[src/rtl/spi_readback_tx_if.sv]
// Register read port between the SPI readback transmitter and the register file.
// The master issues a one-cycle rd_strobe with rd_addr; rd_data is sampled one cycle later.
interface spi_readback_tx_if #(
  parameter int ADDR_W = 4,
  parameter int DATA_W = 8
);
  logic              rd_strobe;
  logic [ADDR_W-1:0] rd_addr;
  logic [DATA_W-1:0] rd_data;

  modport master (output rd_strobe, output rd_addr, input rd_data);
  modport slave  (input rd_strobe, input rd_addr, output rd_data);
endinterface

[src/rtl/spi_readback_tx.sv]
// SPI mode-0 readback transmitter: decodes a 16-bit frame, fetches one register, shifts it out on miso.
// SPI pins are oversampled in pck0; every pin edge acts SYNC_STAGES+1 pck0 cycles after it occurs.
module spi_readback_tx #(
  parameter logic [3:0] READ_CMD    = 4'b0011,
  parameter int         SYNC_STAGES = 2,
  parameter int         ADDR_W      = 4,
  parameter int         DATA_W      = 8
) (
  input  logic pck0,
  input  logic rst,
  input  logic spck,
  input  logic ncs,
  input  logic mosi,
  output logic miso,
  output logic miso_oe,
  output logic frame_err,
  spi_readback_tx_if.master rd_bus
);
  localparam int         CMD_W   = 4 + ADDR_W;
  localparam logic [4:0] CNT_CMD = 5'(CMD_W);
  localparam logic [4:0] CNT_END = 5'(CMD_W + DATA_W);
  localparam logic [4:0] CNT_MAX = 5'd31;

  localparam logic [2:0] S_IDLE  = 3'd0;
  localparam logic [2:0] S_CMD   = 3'd1;
  localparam logic [2:0] S_FETCH = 3'd2;
  localparam logic [2:0] S_LOAD  = 3'd3;
  localparam logic [2:0] S_DATA  = 3'd4;
  localparam logic [2:0] S_DONE  = 3'd5;

  logic [SYNC_STAGES-1:0] spck_sync_q, ncs_sync_q, mosi_sync_q;
  logic                   spck_prev_q, ncs_prev_q;
  logic                   spck_s, ncs_s, mosi_s;
  logic                   spck_rise, spck_fall, ncs_rise, ncs_fall;

  logic [2:0]        state_q, state_d;
  logic [4:0]        cnt_q, cnt_d;
  logic [CMD_W-1:0]  cmd_q, cmd_d, cmd_next;
  logic [DATA_W-1:0] tx_q, tx_d;
  logic              miso_q, miso_d;
  logic              miso_oe_q, miso_oe_d;
  logic              frame_err_q, frame_err_d;
  logic              rd_strobe_q, rd_strobe_d;
  logic [ADDR_W-1:0] rd_addr_q, rd_addr_d;

  assign spck_s    = spck_sync_q[SYNC_STAGES-1];
  assign ncs_s     = ncs_sync_q[SYNC_STAGES-1];
  assign mosi_s    = mosi_sync_q[SYNC_STAGES-1];
  assign spck_rise = spck_s & ~spck_prev_q;
  assign spck_fall = ~spck_s & spck_prev_q;
  assign ncs_rise  = ncs_s & ~ncs_prev_q;
  assign ncs_fall  = ~ncs_s & ncs_prev_q;
  assign cmd_next  = {cmd_q[CMD_W-2:0], mosi_s};

  always_ff @(posedge pck0) begin
    if (rst) begin
      spck_sync_q <= '0;
      ncs_sync_q  <= '1;
      mosi_sync_q <= '0;
      spck_prev_q <= 1'b0;
      ncs_prev_q  <= 1'b1;
    end else begin
      spck_sync_q <= {spck_sync_q[SYNC_STAGES-2:0], spck};
      ncs_sync_q  <= {ncs_sync_q[SYNC_STAGES-2:0], ncs};
      mosi_sync_q <= {mosi_sync_q[SYNC_STAGES-2:0], mosi};
      spck_prev_q <= spck_s;
      ncs_prev_q  <= ncs_s;
    end
  end

  always_comb begin
    state_d     = state_q;
    cnt_d       = cnt_q;
    cmd_d       = cmd_q;
    tx_d        = tx_q;
    miso_d      = miso_q;
    miso_oe_d   = miso_oe_q;
    frame_err_d = 1'b0;
    rd_strobe_d = 1'b0;
    rd_addr_d   = rd_addr_q;

    if (spck_rise && !ncs_s && state_q != S_IDLE && cnt_q != CNT_MAX) begin
      cnt_d = cnt_q + 5'd1;
    end

    // End of frame takes priority over any spck edge seen in the same cycle.
    if (ncs_rise) begin
      state_d     = S_IDLE;
      cnt_d       = '0;
      miso_d      = 1'b0;
      miso_oe_d   = 1'b0;
      frame_err_d = (cnt_q != 5'd0) && (cnt_q != CNT_END);
    end else begin
      case (state_q)
        S_IDLE: begin
          cnt_d = '0;
          cmd_d = '0;
          tx_d  = '0;
          if (ncs_fall) state_d = S_CMD;
        end
        S_CMD: begin
          if (spck_rise) begin
            cmd_d = cmd_next;
            if (cnt_q == CNT_CMD - 5'd1) begin
              if (cmd_next[CMD_W-1 -: 4] == READ_CMD) begin
                state_d     = S_FETCH;
                rd_strobe_d = 1'b1;
                rd_addr_d   = cmd_next[ADDR_W-1:0];
              end else begin
                state_d = S_DONE;
              end
            end
          end
        end
        S_FETCH: state_d = S_LOAD;
        S_LOAD: begin
          tx_d      = rd_bus.rd_data;
          miso_d    = rd_bus.rd_data[DATA_W-1];
          miso_oe_d = 1'b1;
          state_d   = S_DATA;
        end
        S_DATA: begin
          // The falling edge right after the last command bit precedes the MSB sample; skip it.
          if (spck_fall && cnt_q > CNT_CMD) begin
            tx_d   = {tx_q[DATA_W-2:0], 1'b0};
            miso_d = tx_q[DATA_W-2];
          end
          if (spck_rise && cnt_q == CNT_END - 5'd1) state_d = S_DONE;
        end
        S_DONE:  state_d = S_DONE;
        default: state_d = S_IDLE;
      endcase
    end
  end

  always_ff @(posedge pck0) begin
    if (rst) begin
      state_q     <= S_IDLE;
      cnt_q       <= '0;
      cmd_q       <= '0;
      tx_q        <= '0;
      miso_q      <= 1'b0;
      miso_oe_q   <= 1'b0;
      frame_err_q <= 1'b0;
      rd_strobe_q <= 1'b0;
      rd_addr_q   <= '0;
    end else begin
      state_q     <= state_d;
      cnt_q       <= cnt_d;
      cmd_q       <= cmd_d;
      tx_q        <= tx_d;
      miso_q      <= miso_d;
      miso_oe_q   <= miso_oe_d;
      frame_err_q <= frame_err_d;
      rd_strobe_q <= rd_strobe_d;
      rd_addr_q   <= rd_addr_d;
    end
  end

  assign miso             = miso_q;
  assign miso_oe          = miso_oe_q;
  assign frame_err        = frame_err_q;
  assign rd_bus.rd_strobe = rd_strobe_q;
  assign rd_bus.rd_addr   = rd_addr_q;
endmodule

[src/flat_wrapper.sv]
// flat-port wrapper written by rule: the top's interface ports become plain ports
module spi_readback_tx_flat 
#(
  parameter logic [3:0] READ_CMD    = 4'b0011,
  parameter int         SYNC_STAGES = 2,
  parameter int         ADDR_W      = 4,
  parameter int         DATA_W      = 8
)
  (pck0, rst, spck, ncs, mosi, miso, miso_oe, frame_err, rd_bus_rd_strobe, rd_bus_rd_addr, rd_bus_rd_data);
  spi_readback_tx_if #(.ADDR_W(ADDR_W), .DATA_W(DATA_W)) rd_bus_i ();
  input  logic pck0;
  input  logic rst;
  input  logic spck;
  input  logic ncs;
  input  logic mosi;
  output logic miso;
  output logic miso_oe;
  output logic frame_err;
  output wire logic [$bits(rd_bus_i.rd_strobe)-1:0] rd_bus_rd_strobe;
  output wire logic [$bits(rd_bus_i.rd_addr)-1:0] rd_bus_rd_addr;
  input wire logic [$bits(rd_bus_i.rd_data)-1:0] rd_bus_rd_data;
  assign rd_bus_rd_strobe = rd_bus_i.rd_strobe;
  assign rd_bus_rd_addr = rd_bus_i.rd_addr;
  assign rd_bus_i.rd_data = rd_bus_rd_data;
  spi_readback_tx #(.READ_CMD(READ_CMD), .SYNC_STAGES(SYNC_STAGES), .ADDR_W(ADDR_W), .DATA_W(DATA_W)) u_core (.pck0(pck0), .rst(rst), .spck(spck), .ncs(ncs), .mosi(mosi), .miso(miso), .miso_oe(miso_oe), .frame_err(frame_err), .rd_bus(rd_bus_i));
endmodule
[config.mk]
export PLATFORM = sky130hd
export DESIGN_NAME = spi_readback_tx_flat
export DESIGN_NICKNAME = d
export VERILOG_FILES = /design/src/rtl/spi_readback_tx_if.sv /design/src/rtl/spi_readback_tx.sv /design/src/flat_wrapper.sv
export SDC_FILE = /design/constraint.sdc
export NUM_CORES = 1
export LEC_CHECK = 0
export CAP_MARGIN = 20
export CORE_MARGIN = 5
export CORE_UTILIZATION = 40
export CTS_BUF_LIST = sky130_fd_sc_hd__clkbuf_16
export CTS_CLUSTER_DIAMETER = 150
export DETAILED_ROUTE_END_ITERATION = 7
export GPL_TIMING_DRIVEN = 0
export SKIP_LAST_GASP = 1
export SYNTH_ARGS = -nofsm -noshare
export SYNTH_HDL_FRONTEND = slang
export SYNTH_SLANG_ARGS = --single-unit
[constraint.sdc]
create_clock -name pck0 -period 5.35 [get_ports pck0]
set_input_delay 1.07 -clock pck0 [delete_from_list [all_inputs] [get_ports pck0]]
set_output_delay 1.07 -clock pck0 [all_outputs]
set_load 0.02 [all_outputs]
* Word level (Yosys, flattened, before mapping)
Cells that the tools add are included.
Operators by class: $add $sub $neg 1, order comparisons 1, equality and inequality tests 15, muxes and demuxes 13, bitwise operators 12, reduce and logical (&&, ||, !) cells 22
Operator list (count):
- one-hot mux 7 bit (3 select lines) | 1
- one-hot mux 3 bit (6 select lines) | 1
- 2-to-1 mux 3 bit | 5
- 2-to-1 mux 7 bit | 2
- one-hot mux 7 bit (2 select lines) | 1
- inequality test 2 x 1 -> 1 bit, second input constant | 5
- inequality test 5 bit, second input constant | 2
- NOT 1 bit | 8
- == test 3 x 2 -> 1 bit, second input constant | 2
- == test 3 bit, second input constant | 2
- logical AND 1 bit | 6
- AND reduction 3 bit | 2
- nonzero test 3 bit | 2
- adder 5 x 1 -> 5 bit, second input constant | 1
- == test 5 x 3 -> 1 bit, second input constant | 1
- == test 5 x 4 -> 1 bit, second input constant | 1
- > comparator 5 x 4 -> 1 bit, second input constant | 1
- AND reduction 5 bit | 1
- nonzero test 5 bit | 1
- OR reduction 5 bit | 1
- bitwise AND 1 bit | 4
- == test 4 x 2 -> 1 bit, second input constant | 1
- AND reduction 4 bit | 1
- nonzero test 2 bit | 2
- 8 further kinds | 10
Storage, ports and cells: register bits after elaboration 38, input port bits 13

* Depth between registers and ports, before layout
depth after elaboration 5, mapped depth 7, mapped depth without buffers 7

* Worst setup path before layout
OpenSTA, ideal clock, no wires.
path kind reg-to-reg, from register u_core.cnt_q[0], to register u_core.cnt_q[3], setup time 0.136 ns, data arrival time 1.723 ns, slack 3.491 ns, cell stages (with the launch flop) 8, period minus slack after synthesis 1.859 ns, path through dfxtp_1 ha_1 and3_1 ha_1 nor4b_2 nand4_1 xor2_1 nor2_1
On the way: longest elaborated chain between the ends 2, elaborated cells between the ends (all ways) 3, those cells by class add/sub (1); eq/ne (1); reduce/logical (1)
RTL lines:
- from (decl) | line spi_readback_tx.sv:37 | logic [4:0] cnt_q, cnt_d;
- from (signal assigned) | line spi_readback_tx.sv:149 | cnt_q <= cnt_d;
- branches (longest 2 deep; another with adder 5 x 1 -> 5 bit)
Parallel ways; which one is timed is not known. A chain may end at the register's enable or synchronous reset.

* Worst setup path after layout
from input port rst, to register u_core.cmd_q[6]
RTL lines:
- from (decl) | line flat_wrapper.sv:12 | input logic rst;
- to (signal assigned) | line spi_readback_tx.sv:150 | cmd_q <= cmd_d;
- to (decl) | line spi_readback_tx.sv:38 | logic [CMD_W-1:0] cmd_q, cmd_d, cmd_next;
No word-level cell between the ends.

==> metrics.txt <==
Final Instance Area=~2200 µm²; CTS tree=built; CORE AREA=4290 µm²; postcts setup bufs=0; top cell type's share of synthesized area=43.5%; mapped cell area=1750 µm²; Slew Limit Fails=0; Final Hold Vio Count=0; peak supply drop=0.178 mV; DIE WIDTH=76.1 µm; worst slack after detailed placement=about 2600 ps; class of the most critical setup path=in2reg; simple-gate area share of the yosys netlist=a little under a quarter; Synth Area in Adders=2.86%; FMAX=between 400 and 500 MHz; Cells after DPL=252; min cycle time layout=2460 ps; largest family of logic cells by synthesized area=simple AND/OR/NAND/NOR gates; die area=5800 µm²; Antenna Nets Post-Route=0; commonest non-fill, non-tap cell in the layout=dfxtp_1; CTS max path bufs=2; maximum number of pins on one net before global-route repair=12; cell taking the most area after synthesis=dfxtp_1; root buf cell=clkbuf_16; RR Startpoint=u_core.cnt_q[0]; Area contributors post-synth=dfxtp_1 43%, a21oi_1 5.2%, a211oi_2 4.3%, nand2b_1 4.3%, nand2_1 3.0%; DR iter-0 viols=61; Slew @ Worst Pin=674 ps; layout cells sized above 1=13.5%; total power=roughly 600 µW; grt total ovfl=0; hold_ws=407 ps; setup ws final=2890 ps; Final Util=50.1%; Unique masters post-synth=47; H-tree lvl count=2; setup TNS=0 ps; Avg Cell Area, Syn=9.72 µm²; CP max FO=10; latest clock arrival within the worst-skew pair=280 ps; EDFF count, synth=0; Buf/Inv on CP=3; DP HPWL=2470 µm; post-synth net total=197; Worst-path clk slew=~50 ps; Final Setup Violations=0; via count=1344; Worst R2R Setup Slack=3330 ps; vias in the first global route=about 1300; total CTS buffers=5; first-pass GRT wire length=5930 µm; status=completed; via density per instance=5.17; crit path DAT=between 2000 and 3000 ps; crit-path most repeated cell=clkbuf_1; r2r endpoint=u_core.cnt_q[3]; critical path endpoint category=register; XOR/XNOR Fraction of Synth Area=approximately 1.5%; Seq/Total Area, Yosys=43.5%; async set or reset register ratio after synthesis=0%; Max Cap Violations=0; Ant. Diodes=0; Most used DFF post-synth=dfxtp_1; Compound-Gate Fraction of Synth Area=20.5%; post-synthesis mux area share=3.51%; Residual DRC=0; placed cell areas=2010 µm²; Die Ht=76.1 µm; CP delay by family, top=buffers and inverters; clock sinks=38; hold_buf cts=0; Finished Layout Cells=260; Starting Density=40.7%; Cell Pwr Density=280 nW/µm²; HP Class=reg2reg; final worst-path cycle share=between 40% and 50%; initial antenna violation count=0; Cell Rows=24; fin nets=224; CP peak stage delay=560 ps; CP Data Required Time=roughly 5500 ps; Lkg Pwr=0.740 nW; average routed wire per standard cell=around 13 µm; startpoint types=input pin; most frequent cells in the layout=38 x dfxtp_1, 20 x clkdlybuf4s50_1, 18 x a21oi_1; IO buf count=20; Slew headroom=roughly 55%; gpl congestion=0.792; worst-case reg-to-reg path depth=7; CP Cell Sequence=clkdlybuf4s50_1, clkbuf_1, clkbuf_1, a21oi_1; synthesis-to-finish area growth=23.0%; Post-Route WL=approximately 3500 µm; hold path depth=1; Max Clock Skew=4.93 ps; Fill cells=411; #FFs+latches synth=38; HP Start=u_core.ncs_sync_q[0]; Post-Synthesis Cells=180; yosys warns=0; TritonRoute pass-1 iters=4; Hold EP=u_core.ncs_sync_q[1]; Tot GR Track Use=about an eighth; Resize count post-CTS=0; RSZ-0062 raised after global routing=false; CP max-delay cell=clkdlybuf4s50_1; IO Count=21
## per-layer routing
metal,vias to the layer above,track usage [%],wire length [µm]
li1,689,-,-
met1,628,15.5,1640
met2,21,19.9,1630
met3,6,4.02,150
met4,0,4.72,59
met5,-,0,0
## worst max-delay path by stage
stage                     from              end  cells after the start
6_report                   rst  u_core.cmd_q[6]                      4
4_1_cts                    rst  u_core.cmd_q[6]                      4
5_1_grt                    rst  u_core.cmd_q[6]                      4
2_1_floorplan  u_core.cnt_q[0]  u_core.cnt_q[3]                      7
3_5_place_dp               rst  u_core.cmd_q[6]                      4
3_3_place_gp               rst  u_core.cmd_q[3]                      4
## logic make-up (layout without fill, tap and decap cells)
family / Yosys count / in the layout
buffers and inverters: 16 / 44
XOR/XNOR: 3 / 3
flip-flops: 38 / 38
AND/OR/NAND/NOR: 70 / 70
AO/OA/AOI/OAI: 43 / 43
adder cells (fa/ha/maj): 4 / 4
multiplexers: 6 / 6
## report_power, final
group	internal (mW)	total, mW	switching, mW	leakage, nW
Clock	0.167	0.271	0.104	0.0663
Combinational	0.0210	0.0406	0.0195	0.365
Sequential	0.288	0.291	0.00262	0.308
Total	0.477	0.602	0.126	0.740
## layout make-up
cell class | instances | area, µm² | share of cell area (%)
multi-input cells | 126 | 901 | 41.9
flip-flops and latches | 38 | 761 | 35.4
repair buffers | 20 | 200 | 9.31
clock buffers | 5 | 125 | 5.82
plain buffers | 10 | 65.1 | 3.03
well taps | 52 | 65.1 | 3.03
inverters | 6 | 22.5 | 1.05
clock inverters | 3 | 11.3 | 0.524
## worst reg2reg max path: stages (launching register included)
cell and delay (ps):
dfxtp_1 340, ha_1 240, and3_1 210, ha_1 190
nor4b_2 530, nand4_1 180, xor2_1 150, nor2_1 50
## registers in the layout (all words and copies together) (netlist names), 2 cells and up
signal	cells
u_core.spck_sync_q	2
u_core.rd_bus.rd_addr	4
u_core.state_q	3
u_core.tx_q	7
u_core.mosi_sync_q	2
u_core.ncs_sync_q	2
u_core.cmd_q	7
u_core.cnt_q	5
## Yosys cell counts, drive strengths merged, types with 3 or more instances
library cell and n:
inv 6, buf 6, nor2 10, nand3 8, a22oi 6, a21oi 18, nor2b 7, clkbuf 4
dfxtp 38, a211oi 8, ha 4, nand2 14, nand2b 12, or2 3, mux2i 5
Note: power is estimated with default switching activity, not from simulation.
